## src/rtl/uart_pkg.sv

```systemverilog
// Shared UART definitions used by the receiver, the transmitter and the
// receive FIFO.
//   UART_BYTE_W   width of one UART character
//   uart_byte_t   one UART character
//   fifo_state_e  occupancy state of the receive FIFO control FSM
package uart_pkg;

    localparam int UART_BYTE_W = 8;

    typedef logic [UART_BYTE_W-1:0] uart_byte_t;

    typedef enum logic [1:0] {
        ST_EMPTY    = 2'd0,
        ST_NONEMPTY = 2'd1,
        ST_FULL     = 2'd2
    } fifo_state_e;

endpackage : uart_pkg

```

## src/rtl/uart_fifo_mem.sv

```systemverilog
// Storage array for the UART receive FIFO.
// The write is synchronous and the read is asynchronous, so the entry at the
// head pointer can be presented to the consumer in the same cycle.
// Contents are not reset; an entry is only read after it has been written.
// Ports:
//   clk        system clock
//   wr_en_i    write strobe
//   wr_addr_i  write address
//   wr_data_i  write data
//   rd_addr_i  read address
//   rd_data_o  read data, combinational from rd_addr_i
module uart_fifo_mem
    import uart_pkg::*;
#(
    parameter int DEPTH = 16,
    parameter int AW    = $clog2(DEPTH)
) (
    input  logic          clk,
    input  logic          wr_en_i,
    input  logic [AW-1:0] wr_addr_i,
    input  uart_byte_t    wr_data_i,
    input  logic [AW-1:0] rd_addr_i,
    output uart_byte_t    rd_data_o
);

    uart_byte_t mem_q [DEPTH];

    always_ff @(posedge clk) begin
        if (wr_en_i) begin
            mem_q[wr_addr_i] <= wr_data_i;
        end
    end

    assign rd_data_o = mem_q[rd_addr_i];

endmodule : uart_fifo_mem

```

## src/rtl/uart_rx_fifo.sv

```systemverilog
// Receive-side byte FIFO that sits behind the UART receiver.
// It captures each byte marked by the receiver's one-cycle strobe, presents the
// bytes first-word-fall-through on a valid/ready interface, and keeps a sticky
// overrun flag for bytes dropped while the FIFO was full.
// Optional build macro: UART_RX_FIFO_STATS_EN adds the saturating counters
// o_rx_total and o_drop_total.
// Ports:
//   clk            system clock
//   rst            synchronous active-high reset
//   i_data_avail   receiver strobe, byte valid
//   i_data_byte    received byte
//   o_valid        head entry available
//   o_data         head entry
//   i_ready        consumer accepts the head entry
//   o_count        occupancy, 0..DEPTH
//   o_full         occupancy == DEPTH
//   o_almost_full  occupancy >= AFULL_LEVEL
//   o_overrun      sticky dropped-byte flag
//   i_clr_overrun  clears o_overrun
//   o_rx_total     bytes accepted   (UART_RX_FIFO_STATS_EN only)
//   o_drop_total   bytes dropped    (UART_RX_FIFO_STATS_EN only)
module uart_rx_fifo
    import uart_pkg::*;
#(
    parameter int DEPTH       = 16,
    parameter int AFULL_LEVEL = 12
) (
    input  logic                   clk,
    input  logic                   rst,
    input  logic                   i_data_avail,
    input  uart_byte_t             i_data_byte,
    output logic                   o_valid,
    output uart_byte_t             o_data,
    input  logic                   i_ready,
    output logic [$clog2(DEPTH):0] o_count,
    output logic                   o_full,
    output logic                   o_almost_full,
    output logic                   o_overrun,
    input  logic                   i_clr_overrun
`ifdef UART_RX_FIFO_STATS_EN
    ,
    output logic [15:0]            o_rx_total,
    output logic [15:0]            o_drop_total
`endif
);

    localparam int PTR_W = $clog2(DEPTH);
    localparam int CNT_W = PTR_W + 1;

    fifo_state_e      state_q, state_d;
    logic [PTR_W-1:0] wr_ptr_q, wr_ptr_d;
    logic [PTR_W-1:0] rd_ptr_q, rd_ptr_d;
    logic [CNT_W-1:0] count_q, count_d;
    logic             afull_q, afull_d;
    logic             overrun_q, overrun_d;
    logic             push, pop, drop;

    // Handshake decode. Status comes from registered state only, so there is
    // no combinational path from i_data_avail to any output.
    always_comb begin
        pop  = (state_q != ST_EMPTY) && i_ready;
        push = i_data_avail && ((state_q != ST_FULL) || pop);
        drop = i_data_avail && (state_q == ST_FULL) && !pop;
    end

    always_comb begin
        wr_ptr_d = wr_ptr_q;
        rd_ptr_d = rd_ptr_q;
        count_d  = count_q;
        if (push) begin
            wr_ptr_d = wr_ptr_q + PTR_W'(1);
        end
        if (pop) begin
            rd_ptr_d = rd_ptr_q + PTR_W'(1);
        end
        case ({push, pop})
            2'b10:   count_d = count_q + CNT_W'(1);
            2'b01:   count_d = count_q - CNT_W'(1);
            default: count_d = count_q;
        endcase
        afull_d = (count_d >= CNT_W'(AFULL_LEVEL));
        // A new drop outranks a clear in the same cycle.
        if (drop) begin
            overrun_d = 1'b1;
        end else if (i_clr_overrun) begin
            overrun_d = 1'b0;
        end else begin
            overrun_d = overrun_q;
        end
    end

    // Control FSM next state
    always_comb begin
        state_d = state_q;
        case (state_q)
            ST_EMPTY: begin
                if (push) begin
                    state_d = ST_NONEMPTY;
                end
            end
            ST_NONEMPTY: begin
                if (count_d == CNT_W'(DEPTH)) begin
                    state_d = ST_FULL;
                end else if (count_d == '0) begin
                    state_d = ST_EMPTY;
                end
            end
            ST_FULL: begin
                if (pop && !push) begin
                    state_d = ST_NONEMPTY;
                end
            end
            default: state_d = ST_EMPTY;
        endcase
    end

    always_ff @(posedge clk) begin
        if (rst) begin
            state_q <= ST_EMPTY;
        end else begin
            state_q <= state_d;
        end
    end

    always_ff @(posedge clk) begin
        if (rst) begin
            wr_ptr_q  <= '0;
            rd_ptr_q  <= '0;
            count_q   <= '0;
            afull_q   <= 1'b0;
            overrun_q <= 1'b0;
        end else begin
            wr_ptr_q  <= wr_ptr_d;
            rd_ptr_q  <= rd_ptr_d;
            count_q   <= count_d;
            afull_q   <= afull_d;
            overrun_q <= overrun_d;
        end
    end

    uart_fifo_mem #(
        .DEPTH (DEPTH)
    ) u_mem (
        .clk       (clk),
        .wr_en_i   (push && !rst),
        .wr_addr_i (wr_ptr_q),
        .wr_data_i (i_data_byte),
        .rd_addr_i (rd_ptr_q),
        .rd_data_o (o_data)
    );

    assign o_valid       = (state_q != ST_EMPTY);
    assign o_full        = (state_q == ST_FULL);
    assign o_count       = count_q;
    assign o_almost_full = afull_q;
    assign o_overrun     = overrun_q;

`ifdef UART_RX_FIFO_STATS_EN
    logic [15:0] rx_total_q, drop_total_q;

    always_ff @(posedge clk) begin
        if (rst) begin
            rx_total_q   <= '0;
            drop_total_q <= '0;
        end else begin
            if (push && (rx_total_q != 16'hFFFF)) begin
                rx_total_q <= rx_total_q + 16'd1;
            end
            if (drop && (drop_total_q != 16'hFFFF)) begin
                drop_total_q <= drop_total_q + 16'd1;
            end
        end
    end

    assign o_rx_total   = rx_total_q;
    assign o_drop_total = drop_total_q;
`endif

endmodule : uart_rx_fifo

```

## config.mk

```make
export PLATFORM = sky130hd
export DESIGN_NAME = uart_rx_fifo
export DESIGN_NICKNAME = d
export VERILOG_FILES = /design/src/rtl/uart_pkg.sv /design/src/rtl/uart_fifo_mem.sv /design/src/rtl/uart_rx_fifo.sv
export SDC_FILE = /design/constraint.sdc
export NUM_CORES = 1
export LEC_CHECK = 0
export ABC_AREA = 1
export CORE_UTILIZATION = 40
export DETAILED_ROUTE_END_ITERATION = 16
export GPL_TIMING_DRIVEN = 0
export PLACE_DENSITY = 0.64
export SLEW_MARGIN = 20
export SYNTH_ARGS = -nofsm -noshare
export SYNTH_HDL_FRONTEND = slang
export SYNTH_HIERARCHICAL = 1
export SYNTH_SLANG_ARGS = --single-unit
```

## constraint.sdc

```tcl
create_clock -name clk -period 3.4 [get_ports clk]
set_input_delay 0.51 -clock clk [delete_from_list [all_inputs] [get_ports clk]]
set_output_delay 0.51 -clock clk [all_outputs]
set_load 0.05 [all_outputs]
```

## Yosys cells after proc, flatten, opt, wreduce, memory -nomap -nowiden

Memory sizes are Yosys's and may differ from the RTL's. A register that Yosys moved wholly into a read port is not among the register bits.
Index checks and enable logic that the tools add are counted.

| storage, ports and cells | value |
|---|---|
| memory bits (writable) | 128 |
| memories kept | 1 |
| latch bits | 0 |
| memory bits (read-only) | 0 |
| output and inout bits | 17 |
| bits in registers | 17 |

Memories:

| memory | depth | width | read ports | clocked after Yosys merged registers in | write ports | line | RTL |
|---|---|---|---|---|---|---|---|
| u_mem.mem_q | 16 | 8 | 1 | 1 | 1 | uart_fifo_mem.sv:26 | `uart_byte_t mem_q [DEPTH];` |

| operators by class | value |
|---|---|
| div/mod/pow operators | 0 |
| shift-type cells | 0 |
| $add $sub $neg | 4 |
| reduce and logical (&&, ||, !) cells | 15 |
| bitwise operators | 0 |
| multiplexer cells | 12 |
| $lt $le $gt $ge | 1 |
| equal/unequal tests | 9 |
| multipliers | 0 |

Operators by type and width:

| cell | number |
|---|---|
| one-hot mux 5 bit (2 select lines) | 1 |
| adder 4 x 1 -> 4 bit, second input constant | 2 |
| two-way mux 2 bit | 4 |
| two-way mux 4 bit | 2 |
| logical AND 1 bit | 6 |
| one-hot mux 2 bit (3 select lines) | 1 |
| adder 5 x 1 -> 5 bit, second input constant | 1 |
| equality test 5 bit, second input constant | 1 |
| >= comparator 5 x 4 -> 1 bit, second input constant | 1 |
| zero test 5 bit | 1 |
| subtractor 5 x 1 -> 5 bit, second input constant | 1 |
| equality test 2 x 1 -> 1 bit, second input constant | 2 |
| equality test 2 bit, second input constant | 2 |
| two-way mux 1 bit | 4 |
| inequality test 2 bit, second input constant | 2 |
| nonzero test 2 bit | 2 |
| zero test 1 bit | 3 |
| inequality test 3 bit, second input constant | 1 |
| AND reduction 3 bit | 1 |
| zero test 2 bit | 1 |
| inequality test 2 x 1 -> 1 bit, second input constant | 1 |
| logical OR 1 bit | 1 |

## Longest topological paths before layout

Gate-level depths: netlist of run 1.

| logic depth | value |
|---|---|
| word-level depth | 10 |
| gate-level depth with buffers | 17 |
| gate-level depth less buffers | 17 |

## Hierarchy

The synthesis of run 1 kept the hierarchy.

Modules (own cells, without submodules):

| module | cells each | instances | sequential area each (um2) | area an instance (um2) |
|---|---|---|---|---|
| uart_fifo_mem | 543 | 1 | 3843.7 | 5606.6 |
| uart_rx_fifo | 146 | 1 | 340.3 | 1084.8 |

## Worst setup path before layout of run 1

No wires, ideal clock.

| timing path | value |
|---|---|
| path kind | flip-flop to flip-flop |
| start | register count_q[1], in the netlist o_count[1] |
| end | register state_q[0] |
| cell stages (with the launch flop) | 15 |
| data arrival time | 1.848 ns |
| setup slack | 1.430 ns |
| path buffers | 0 |
| required time | 3.277 ns |
| cells stage by stage | dfxtp_1 -> nand4_2 -> nand2_1 -> inv_1 -> ha_1 -> inv_1 -> nand2_2 -> inv_2 -> nand2_1 -> nand3_2 -> nand2_2 -> nor2_2 -> nand3_1 -> nand2_1 -> a21oi_1 |

| between the ends | value |
|---|---|
| cells in the longest elaborated chain, start to end | 5 |
| elaborated cells on any way between the ends | 9 |
| those cells by class | add/sub: 2; eq/ne: 2; mux: 3; reduce/logical: 2 |

Ends and longest elaborated chain:

| what | line | RTL |
|---|---|---|
| start, declared | uart_rx_fifo.sv:53 | `logic [CNT_W-1:0] count_q, count_d;` |
| start signal, assigned | uart_rx_fifo.sv:135 | `count_q <= count_d;` |
| subtractor 5 x 1 -> 5 bit / adder 5 x 1 -> 5 bit (equally long branches) | uart_rx_fifo.sv:78, uart_rx_fifo.sv:77 |  |
| one-hot mux 5 bit (2 select lines) (*) | uart_rx_fifo.sv:76 | `case ({push, pop})` |
| equality test 5 bit / zero test 5 bit (equally long branches) | uart_rx_fifo.sv:102, uart_rx_fifo.sv:104 |  |
| inequality test 3 bit (no line) / two-way mux 2 bit (equally long branches) | n/a |  |
| AND reduction 3 bit (no line) / one-hot mux 2 bit (3 select lines) (equally long branches) | n/a |  |
| end signal, assigned | uart_rx_fifo.sv:121 | `state_q <= state_d;` |
| end, declared | uart_rx_fifo.sv:50 | `fifo_state_e state_q, state_d;` |

Mark *: on every way between the ends. The rest lies on a longest branch, timed or not.
A chain may end at the register's enable or synchronous reset.

==> metrics.csv, run 1 <==
stage,metric,value,unit
logic_synthesis,Synth Flop Type,sky130_fd_sc_hd__edfxtp_1,
logic_synthesis,"arithmetic-cell share of the synthesized area counting full adders, half adders and majority gates",0.561,%
pwr,power density of the placed cells,538,nW/µm²
cts,TritonCTS sink count,145,
logic_synthesis,share of the synthesized netlist area taken by xor and xnor gates,0.131,%
min_path,Hold/Removal Path Class,reg -> reg,
pwr,worst vdd rail ir drop,0.375,mV
cts,hold buffer count at CTS,0,
timing,final setup violating endpoints,0,
logic_synthesis,Commonest cells post-synth,"sky130_fd_sc_hd__nand2_1, sky130_fd_sc_hd__edfxtp_1, sky130_fd_sc_hd__inv_1",
grt,maximum number of pins on one net before global-route repair,17,
critical_path,category of the worst setup path capture point,output pin,
routing,mean number of vias per cell,4.98,
timing,final setup skew,0.00556,ns
critical_path,crit path launch type,flop,
logic_synthesis,Area contributors post-synth,"sky130_fd_sc_hd__edfxtp_1, sky130_fd_sc_hd__nand2_1, sky130_fd_sc_hd__nand3_1",
floorplanning,area of the die,17300,µm²
cts,clock-pin slew on the worst setup and hold paths,0.05,ns
timing,setup repair after global routing missed its margin,no,
logic_synthesis,number of synthesized flops with an enable pin,128,
cts,"buffers from clock root to sink, at most",2,
flow_run,number of max-cap violations,0,
logic_synthesis,multiplexer fraction of the synthesized cell area,0,%
final_layout,post-synthesis to final-layout area growth,16.3,%
cts,cts repair resizes,0,
floorplanning,die height,131,µm
logic_synthesis,count of cell types in the netlist,37,
timing,Max Freq,314,MHz
critical_path,category of the critical setup timing path,reg -> out,
placed_design,post-place instance area,7240,µm²
floorplanning,Core Area,16100,µm²
placed_design,number of I/O port buffers,28,
logic_synthesis,simple-gate share of the synthesized area,25.5,%
routing,count of vias placed by the detailed router,4801,
cts,clk_lat worst skew,0.42,ns
final_layout,Antenna Diode Count,0,
logic_synthesis,#FFs+latches synth,145,
floorplanning,starting utilization of the core area,41.5,%
logic_synthesis,area share of the leading cell type in the synthesized netlist,57.4,%
routing,first drt pass iteration count,5,
critical_path,critical path peak fanout,10,
logic_synthesis,"Net Count, Synth",705,
grt,antenna violations before repair,0,
logic_synthesis,compound-gate portion of the synthesized area,1.61,%
logic_synthesis,combinational family with the most area after synthesis,simple AND/OR/NAND/NOR gates,
logic_synthesis,Post-Syn Instances,689,
final_layout,total area of sequential cells,4180,µm²
logic_synthesis,netlist area before placement,6690,µm²
final_layout,number of fill cells,1511,
timing,shortest period the worst path allows,3.18,ns
grt,total congestion overflow,0,
final_layout,share of layout cells above drive strength 1,11.7,%
final_layout,area of the multi-input gates,1860,µm²
logic_synthesis,share of synthesized registers carrying an async set or reset,0,%
cts,CTS tree,built,
timing,transition time at the pin with the least slew margin,0.970,ns
routing,remaining antenna violation count,0,
logic_synthesis,Synth Area per Inst,9.71,µm²
routing,drt drc,0,
cts,CTS H-Tree Depth,4,
timing,hold violation total from the final report,0,
timing,portion of the clock cycle consumed by the worst path in the final layout,93.6,%
cts,Clock Tree Root,sky130_fd_sc_hd__clkbuf_16,
routing,DRT iter0 DRCs,385,
logic_synthesis,Synth Warn #,6,
final_layout,post-layout net count,752,
floorplanning,number of placement rows,46,
critical_path,CP arrival,2.67,ns
logic_synthesis,leading area contributor after synthesis,sky130_fd_sc_hd__edfxtp_1,
cts,post-CTS setup-driven buffer insertion count,0,
logic_synthesis,most common cell in the synthesized netlist,sky130_fd_sc_hd__nand2_1,
outcome,outcome,"complete, no violations",
grt,first-pass GRT wire length,25400,µm
grt,Total Routing Usage GR,19.6,%
timing,number of slew-limit violations in the final report,0,
placed_design,hpwl dp,11000,µm
pwr,leakage power figure,3.30,nW
final_layout,summed area of non-filler cells in the final layout,7780,µm²
routing,Post-Route WL,16200,µm
grt,vias in the first global route,4670,
routing,WL per Instance,16.8,µm
placed_design,routability congestion estimate from global placement,0.854,
critical_path,data required time of the critical path,2.89,ns
timing,worst-case headroom to the max-slew limit,35.1,%
cts,number of buffers added by the clock tree synthesis step,17,
floorplanning,die width,131,µm
timing,Total Neg Setup Slack,0,ns
floorplanning,Ports,30,
logic_synthesis,part of the Yosys area used for sequential elements,62.5,%
[power breakdown]
group	switching, W	total, W	internal [W]	leakage [nW]
logic	0.000346	0.000499	0.000154	1.75
registers	0.0000203	0.00198	0.00196	1.29
clock network	0.000658	0.00171	0.00105	0.263
[registers in the layout, summed over array words and instances (netlist names)]
register,count
o_overrun,1
o_almost_full,1
o_count,5
rd_ptr_q,4
wr_ptr_q,4
u_mem/mem_q,128
state_q,2
[cells by family (layout without fill, tap and decap cells)]
family / Yosys count / count (layout)
compound gates: 17 / 17
xor+xnor: 1 / 1
fa+ha+maj: 3 / 3
buf+inv: 152 / 212
flops: 145 / 145
simple gates: 371 / 371
[layout by cell type, fill, tap and decap left out, types with 9 or more instances in the layout]
| cell type | n |
|---|---|
| sky130_fd_sc_hd__edfxtp_1 | 128 |
| sky130_fd_sc_hd__dfxtp_1 | 17 |
| sky130_fd_sc_hd__nand2_1 | 201 |
| sky130_fd_sc_hd__inv_1 | 116 |
| sky130_fd_sc_hd__clkbuf_1 | 10 |
| sky130_fd_sc_hd__nand3_1 | 108 |
| sky130_fd_sc_hd__inv_2 | 10 |
| sky130_fd_sc_hd__nor2_1 | 26 |
| sky130_fd_sc_hd__clkbuf_16 | 17 |
| sky130_fd_sc_hd__clkdlybuf4s50_1 | 28 |
| sky130_fd_sc_hd__nand2_2 | 9 |
| sky130_fd_sc_hd__buf_2 | 13 |
[through the flow]
stage / setup WS (ns) / util, % / cells / hold WS (ns) / total power [W]
4_1_cts: 0.226 / 48.3 / 965 / 0.479 / 0.00422
5_1_grt: 0.122 / 48.3 / 965 / 0.518 / 0.00433
6_report: 0.217 / 48.3 / 965 / 0.468 / 0.00419
3_3_place_gp: 0.425 / 44.9 / 933 / 0.470 / 0.00250
2_1_floorplan: 1.43 / - / 689 / 0.456 / 0.00234
3_5_place_dp: 0.398 / 44.9 / 933 / 0.472 / 0.00251
[path summary, 6_finish.rpt]
check                   start                  to  slack [ns]  cells past startpoint
hold reg to reg     o_overrun           o_overrun        0.47                      2
hold / removal      o_overrun           o_overrun        0.47                      2
setup / recovery  rd_ptr_q[2]           o_data[1]        0.22                      7
setup reg to reg   state_q[1]  u_mem/mem_q[13][3]        1.13                      7
[area by class of cell]
cell class / instances / share of cell area, %
Buffer: 25 / 2.19
Clock buffer: 32 / 6.96
Inverter: 127 / 6.16
Multi-Input combinational cell: 392 / 23.9
Sequential cell: 145 / 53.8
Tap cell: 216 / 3.47
Timing Repair Buffer: 28 / 3.60
[layer usage]
layer | routed length [µm] | global-route usage, % | vias to the layer above
met1 | 7380 | 25.7 | 2307
met4 | 190 | 4.97 | 0
met2 | 7690 | 32.4 | 155
li1 | - | - | 2320
met5 | 0 | 0 | -
met3 | 932 | 4.75 | 19
[worst max-delay path: stages, from the launching register on]
cell	delay (ns)
sky130_fd_sc_hd__dfxtp_1	0.39
sky130_fd_sc_hd__buf_2	0.26
sky130_fd_sc_hd__inv_1	0.20
sky130_fd_sc_hd__buf_4	0.24
sky130_fd_sc_hd__nand3_1	0.12
sky130_fd_sc_hd__nand3_1	0.12
sky130_fd_sc_hd__nand2_1	0.12
sky130_fd_sc_hd__clkdlybuf4s50_1	0.81
Note: power is estimated with default switching activity, not from simulation.
==> inputs of run 2 (changes only) <==
--- a/config.mk
+++ b/config.mk
@@ -6,10 +6,10 @@
 export NUM_CORES = 1
 export LEC_CHECK = 0
 export ABC_AREA = 1
-export CORE_UTILIZATION = 40
+export CORE_UTILIZATION = 60
 export DETAILED_ROUTE_END_ITERATION = 16
 export GPL_TIMING_DRIVEN = 0
-export PLACE_DENSITY = 0.64
+export PLACE_DENSITY = 0.86
 export SLEW_MARGIN = 20
 export SYNTH_ARGS = -nofsm -noshare
 export SYNTH_HDL_FRONTEND = slang
==> run 2 against run 1 <==
Net effect: largest power group unchanged; critical endpoint is now o_data[3]; fmax down 2.6%; sequential power about the same; final area fell by 0.93%; clock-buffer cell count shrank 12.
==> metrics.csv, run 2 (synthesis results as in run 1) <==
stage,metric,value,unit,change
cts,clk_lat worst skew,0.53,ns,+0.11 ns
pwr,worst vdd rail ir drop,0.453,mV,+21%
final_layout,register with the most flip-flops,u_mem/mem_q,,
final_layout,most common library cell in the layout ignoring fill and taps,sky130_fd_sc_hd__nand2_1,,
floorplanning,Ports,30,,unchanged
min_path,Hold/Removal Path Class,in -> reg,,
routing,count of vias placed by the detailed router,5047,,+5.1%
critical_path,CP arrival,2.76,ns,+0.09 ns
timing,Post-Route Hold Slack,0.455,ns,-0.0125 ns
routing,remaining antenna violation count,0,,unchanged
critical_path,critical path peak fanout,10,,unchanged
placed_design,Inst Count DP,857,,-8.1%
grt,Total Routing Usage GR,30.3,%,+11 points
cts,number of buffers added by the clock tree synthesis step,17,,unchanged
timing,hold violation total from the final report,0,,unchanged
grt,vias in the first global route,4799,,+2.8%
final_layout,post-layout net count,752,,unchanged
routing,drt drc,0,,unchanged
timing,transition time at the pin with the least slew margin,1.00,ns,+0.0300 ns
routing,mean number of vias per cell,5.68,,+14%
floorplanning,area of the die,11600,µm²,-33%
critical_path,Worst R2R Setup Slack,1.08,ns,-0.05 ns
timing,Max Freq,306,MHz,-2.6%
floorplanning,number of placement rows,38,,-17%
routing,Post-Route WL,16300,µm,+0.57%
routing,first drt pass iteration count,7,,+2
grt,first-pass GRT wire length,25200,µm,-0.87%
cts,"buffers from clock root to sink, at most",2,,unchanged
floorplanning,Core Area,10800,µm²,-33%
critical_path,data required time of the critical path,2.89,ns,about the same
timing,number of slew-limit violations in the final report,0,,unchanged
pwr,power density of the placed cells,547,nW/µm²,+1.6%
cts,cts repair resizes,0,,unchanged
floorplanning,starting utilization of the core area,61.7,%,+20 points
cts,CTS H-Tree Depth,4,,unchanged
routing,WL per Instance,18.3,µm,+9.2%
outcome,outcome,"complete, no violations",,
final_layout,share of layout cells above drive strength 1,12.8,%,+1.1 points
final_layout,"commonest cells after routing, fill and taps aside","sky130_fd_sc_hd__nand2_1, sky130_fd_sc_hd__edfxtp_1, sky130_fd_sc_hd__inv_1",,
cts,hold buffer count at CTS,0,,unchanged
cts,TritonCTS sink count,145,,unchanged
final_layout,non-filler instance count after layout,889,,-7.9%
placed_design,hpwl dp,10700,µm,-2.9%
cts,clock-pin slew on the worst setup and hold paths,0.06,ns,about the same
grt,total congestion overflow,0,,unchanged
placed_design,number of I/O port buffers,28,,unchanged
timing,final setup violating endpoints,0,,unchanged
placed_design,routability congestion estimate from global placement,0.883,,+3.5%
floorplanning,die width,108,µm,-18%
critical_path,category of the critical setup timing path,reg -> out,,
timing,Total Neg Setup Slack,0,ns,unchanged
critical_path,crit path launch type,flop,,
final_layout,max reg flops,128,,unchanged
grt,antenna violations before repair,0,,unchanged
routing,DRT iter0 DRCs,625,,+62%
pwr,leakage power figure,3.31,nW,+0.27%
final_layout,Antenna Diode Count,0,,unchanged
critical_path,category of the worst setup path capture point,output pin,,
floorplanning,die height,108,µm,-18%
timing,worst-case headroom to the max-slew limit,33.1,%,-2.0 points
grt,maximum number of pins on one net before global-route repair,17,,unchanged
timing,setup repair after global routing missed its margin,no,,
timing,final setup skew,0.00604,ns,+0.000480 ns
final_layout,post-synthesis to final-layout area growth,15.2,%,
final_layout,Final Util,71.1,%,+23 points
timing,portion of the clock cycle consumed by the worst path in the final layout,96.1,%,+2.5 points
cts,Clock Tree Root,sky130_fd_sc_hd__clkbuf_8,,
timing,shortest period the worst path allows,3.27,ns,+0.0850 ns
flow_run,number of max-cap violations,0,,unchanged
final_layout,number of fill cells,785,,-48%
cts,post-CTS setup-driven buffer insertion count,0,,unchanged
cts,CTS tree,built,,
run 2: area by class of cell:
type	count	area (µm²)	share of cell area [%]
multi-input combinational	392	1860	24.1
sequential	145	4180	54.3
buffer	25	170	2.21
clock inverter	12	108	1.40
clock buffer	20	457	5.92
inverter	127	479	6.21
timing repair buffer	28	280	3.63
tap	140	175	2.27
run 2: critical path: stages (launching register included):
cell                              delay (ns)
sky130_fd_sc_hd__dfxtp_1                0.40
sky130_fd_sc_hd__buf_2                  0.24
sky130_fd_sc_hd__buf_2                  0.27
sky130_fd_sc_hd__nand3_1                0.16
sky130_fd_sc_hd__nand3_1                0.10
sky130_fd_sc_hd__nand3_1                0.12
sky130_fd_sc_hd__nand2_1                0.13
sky130_fd_sc_hd__clkdlybuf4s50_1        0.81
run 2: final timing paths:
check,to,depth (start not counted),startpoint
worst max-delay path,o_data[3],7,rd_ptr_q[1]
worst min-delay path,o_count[4],2,rst
worst max register to register,u_mem/mem_q[9][5],7,state_q[1]
worst min register to register,o_overrun,2,o_overrun
run 2: metrics by stage:
stage                     worst slack (ns)  cell area [µm²]  total power [W]
after global placement               0.523             7150          0.00249
after CTS                            0.124             7710          0.00423
final                                0.131             7710          0.00422
after global routing                0.0331             7710          0.00433
after floorplan                       1.43             6690          0.00234
after detailed placement             0.417             7150          0.00251
run 2: report_power, final:
part | switching (W) | leakage, nW | internal, W
Clock | 0.000709 | 0.272 | 0.00103
Sequential | 0.0000215 | 1.29 | 0.00196
Combinational | 0.000343 | 1.75 | 0.000154
Total | 0.00107 | 3.31 | 0.00315
run 2: metal layers:
| layer | up-vias | routed length, µm | track usage, % |
|---|---|---|---|
| li1 | 2321 | - | - |
| met1 | 2366 | 6480 | 41.5 |
| met2 | 323 | 7780 | 48.0 |
| met3 | 37 | 1670 | 5.33 |
| met4 | 0 | 367 | 12.8 |
| met5 | - | 0 | 0 |
==> edit 1 (settings of run 2) <==
The 3 states of `fifo_state_e` get a one-hot encoding in 3 bits.
--- a/src/rtl/uart_pkg.sv
+++ b/src/rtl/uart_pkg.sv
@@ -9,10 +9,10 @@
 
     typedef logic [UART_BYTE_W-1:0] uart_byte_t;
 
-    typedef enum logic [1:0] {
-        ST_EMPTY    = 2'd0,
-        ST_NONEMPTY = 2'd1,
-        ST_FULL     = 2'd2
+    typedef enum logic [2:0] {
+        ST_EMPTY    = 3'b001,
+        ST_NONEMPTY = 3'b010,
+        ST_FULL     = 3'b100
     } fifo_state_e;
 
 endpackage : uart_pkg
Behaviour: same outputs for any inputs over 4 cycles, from zero or initial values and one cycle with rst high; so few cycles prove little.
==> edit 1 against run 2 <==
  * Sequential cell count up 1
  * Setup slack worse by 0.026 ns
  * Critical endpoint is now o_data[1]
  * Die area decreased by 0.30%
  * Routed wire length decreased by 0.39%
  * Area after synthesis fell by 0.30%
  * Register-to-register slack worse by 0.25 ns
  * Cell area is 0.49% higher
Power is not compared: it rests on default switching activity, and its combinational part moved more than twofold at a synthesized area within 25%.
==> edit 1: results (changes against run 2) <==
| Metric | Value |
|---|---|
| Clock-cell share | 0.0799 (+0.00675) |
| Area post-placement | 7130 um^2 (-0.28%) |
| Post-synth net total | 704 (-0.14%) |
| Fraction of the mapped netlist area in adder cells | 0.0113 (+0.00564) |
| Placed insts | 853 (-0.47%) |
| Synth Area in Compound Gates | 0.0152 (-0.000889) |
| GR met1 Demand/Resource | 0.387 (-0.0277) |
| Met2 wire length | 7.72 mm (-0.69%) |
| Clock skew after layout | 0.00944 ns (+0.00341 ns) |
| Layout area overhead | 16.1% |
| Met2 Usage GRT | 0.482 (+0.00263) |
| Status | complete, no violations |
| Largest cells by area after synthesis | edfxtp_1, nand2_1, nand3_1 |
| Mux cell area share after synthesis | 0.00488 (+0.00488) |
| Vias in the first global route | 4888 (+1.9%) |
| Fillers | 748 (-4.7%) |
| GR Util All Layers | 0.301 (-0.00218) |
| Place WS | 0.398 ns (-0.0194 ns) |
| GR Util met3 | 0.0847 (+0.0315) |
| Xor/xnor share of the synthesized area | 0.00263 (+0.00132) |
| Metal3 WL | 1.74 mm (+4.1%) |
| Iteration-0 DRC Markers | 623 (-0.32%) |
| Multi-input gates | 387 (-1.3%) |
| Synth top cells by count | nand2_1, edfxtp_1, inv_1, nand3_1, nor2_1 |
| Clk sink count | 146 (+0.69%) |
| Via count | 5037 (-0.20%) |
| Critical Path AT | 2.78 ns (+0.02 ns) |
| Worst rel slew slack | 0.403 (+0.0721) |
| Inverters | 126 (-0.79%) |
| Ratio of cells with drive above 1 in the final layout | 0.113 (-0.0154) |
| Non-clock buffer share of cell area | 0.0599 (+0.00149) |
| Cell Count, Final, Fillers Out | 885 (-0.45%) |
| Nets | 751 (-0.13%) |
| WL met1 | 6.37 mm (-1.7%) |
-- edit 1: cell count changes in the layout (fill, tap and decap cells not counted), moves of 3 or more --
cell / change
ha_1: +3
nand3_1: -6
clkinv_2: -4
nand2_1: +4
inv_6: +3
nand2_4: -5
nand2_2: -3
-- edit 1: worst max-delay path, delay by kind of cell, from the launching register on --
kind,cells,cell delay [ns]
buf+inv,3,1.32
flops,1,0.42
simple gates,4,0.50
-- edit 1: worst paths after layout --
kind | start | cells after the start | slack, ns | endpoint
setup / recovery | rd_ptr_q[1] | 7 | 0.11 | o_data[1]
hold / removal | rst | 2 | 0.38 | o_count[0]
setup reg to reg | state_q[2] | 21 | 0.83 | state_q[1]
hold reg to reg | o_overrun | 2 | 0.48 | o_overrun
-- edit 1: logic make-up after synthesis --
group                      count (synthesis)
and+or+nand+nor                          360
buffers and inverters                    152
DFF                                      146
AOI/OAI and AO/OA                         17
adders and majority gates                  6
xor gates and xnor gates                   2
muxes                                      2
==> edit 2 (config.mk and constraints of run 2) <==
Without the edit above. The option `UART_RX_FIFO_STATS_EN` is turned on by a define.
--- a/src/rtl/uart_rx_fifo.sv
+++ b/src/rtl/uart_rx_fifo.sv
@@ -19,6 +19,8 @@
 //   i_clr_overrun  clears o_overrun
 //   o_rx_total     bytes accepted   (UART_RX_FIFO_STATS_EN only)
 //   o_drop_total   bytes dropped    (UART_RX_FIFO_STATS_EN only)
+`define UART_RX_FIFO_STATS_EN
+
 module uart_rx_fifo
     import uart_pkg::*;
 #(
Function (old outputs only; new: o_drop_total and o_rx_total): kept (equiv_simple and equiv_induct, registers matched by name and starting in step).
==> edit 2 against run 2 <==
  * Highest routed layer unchanged
  * Total power increased by 15%
  * Setup slack improved by 0.080 ns
  * Critical path type unchanged
  * Sequential cell count increased by 32
  * Routed wire length increased by 20%
  * Critical endpoint unchanged
  * Cell area increased by 25%
  * Count of clock-buffer cells in the layout decreased by 1
  * Area after synthesis increased by 22%
  * Largest power group unchanged
  * Critical path depth unchanged
==> edit 2: results (changes against run 2) <==
| Metric | Value |
|---|---|
| IO Port Bufs | 60 (+110%) |
| Iteration-0 DRC Markers | 818 (+31%) |
| Vias per inst | 5.55 (-2.3%) |
| Reg2Reg Capture Point | u_mem/mem_q[15][4] |
| Maximum vdd drop | 0.000279 V (-38%) |
| First-pass GRT wire length | 30.5 mm (+21%) |
| Xor/xnor share of the synthesized area | 0.00642 (+0.00512) |
| Hold crit path type | register to register |
| Avg Inst Size Synth | 8.92 um^2 (-8.1%) |
| Worst Tran Pin Value | 0.992 ns (-0.00767 ns) |
| Status | complete, no violations |
| CTS Root Cell | clkbuf_16 |
| End of the worst hold path | o_drop_total[13] |
| Fillers | 958 (+22%) |
| Nets | 1015 (+35%) |
| R2R depth | 6 (-1) |
| Worst reg-to-reg setup slack | 1.16 ns (+0.08 ns) |
| Post-DP HPWL | 12.9 mm (+21%) |
| Largest cells by area after synthesis | edfxtp_1, dfxtp_1, nand2_1 |
| Leakage | 3.84 nW (+16%) |
| Unique masters post-synth | 34 (-8.1%) |
| Ratio of cells with drive above 1 in the final layout | 0.0773 (-0.0509) |
| Routed length per instance | 16.5 um (-10%) |
| Post-synth net total | 936 (+33%) |
| Synth Area in Compound Gates | 0.0431 (+0.0271) |
| Reg-to-Reg Start | state_q[0] |
| Vias in the first global route | 6162 (+28%) |
| Clock skew after layout | 0.00576 ns (-0.000279 ns) |
## edit 2: changes by cell type in the layout (fill, tap and decap cells not counted), sizes merged, moves of 3 or more
cell / run 2 / this run
clkdlybuf4s50: 28 / 60
o21ai: 6 / 33
a21oi: 7 / 36
xnor2: 0 / 3
nor2: 31 / 58
clkbuf: 21 / 24
nand2: 216 / 253
ha: 3 / 6
inv: 128 / 157
nor3: 1 / 20
bufinv: 1 / 4
dfxtp: 17 / 49
nand3: 114 / 124
## edit 2: metrics by stage
step	instance area, um^2	setup WS, ns	utilization	hold slack (ns)
6_report	9600	0.212	0.722	0.491
5_1_grt	9600	0.132	0.722	0.516
4_1_cts	9600	0.230	0.722	0.486
3_5_place_dp	9000	0.466	0.677	0.475
3_3_place_gp	9000	0.515	0.677	0.468
2_1_floorplan	8180	1.43	-	0.451
## edit 2: metal layers
layer / wire length [um] / track usage
met2: 9150 / 0.458
met5: 0 / 0
met3: 1850 / 0.0627
met1: 7790 / 0.367
met4: 737 / 0.151
## edit 2: report_power, final
group	internal [mW]	switching (mW)
Combinational	0.144	0.331
Clock	1.22	0.785
Sequential	2.34	0.0206
Total	3.70	1.14
## edit 2: cell type report
class                           count  area share
Timing Repair Buffer               60      0.0625
Clock inverter                     13      0.0175
Tap cell                          176      0.0229
Clock buffer                       19      0.0451
Buffer                             30      0.0205
Sequential cell                   177       0.502
Multi-Input combinational cell    552       0.267
Inverter                          158      0.0622
## edit 2: cell families after synthesis
kind of cell / after synthesis
adders and majority gates: 6
and+or+nand+nor: 470
xor gates and xnor gates: 6
buffers and inverters: 188
AOI/OAI and AO/OA: 70
DFF: 177
## edit 2: tightest hold or removal path: stages (launching register included)
cell and delay [ns]:
dfxtp_1 0.32, nand2_1 0.06, a21oi_1 0.06
## edit 2: worst max-delay path by stage
stage | start | endpoint | slack [ns] | depth (start not counted)
2_1_floorplan | rst | u_mem/mem_q[12][0] | 1.43 | 5
5_1_grt | rd_ptr_q[0] | o_data[4] | 0.13 | 9
3_3_place_gp | i_ready | u_mem/mem_q[5][7] | 0.52 | 7
4_1_cts | rd_ptr_q[1] | o_data[3] | 0.23 | 7
6_report | rd_ptr_q[1] | o_data[3] | 0.21 | 7
3_5_place_dp | i_ready | u_mem/mem_q[15][3] | 0.47 | 7
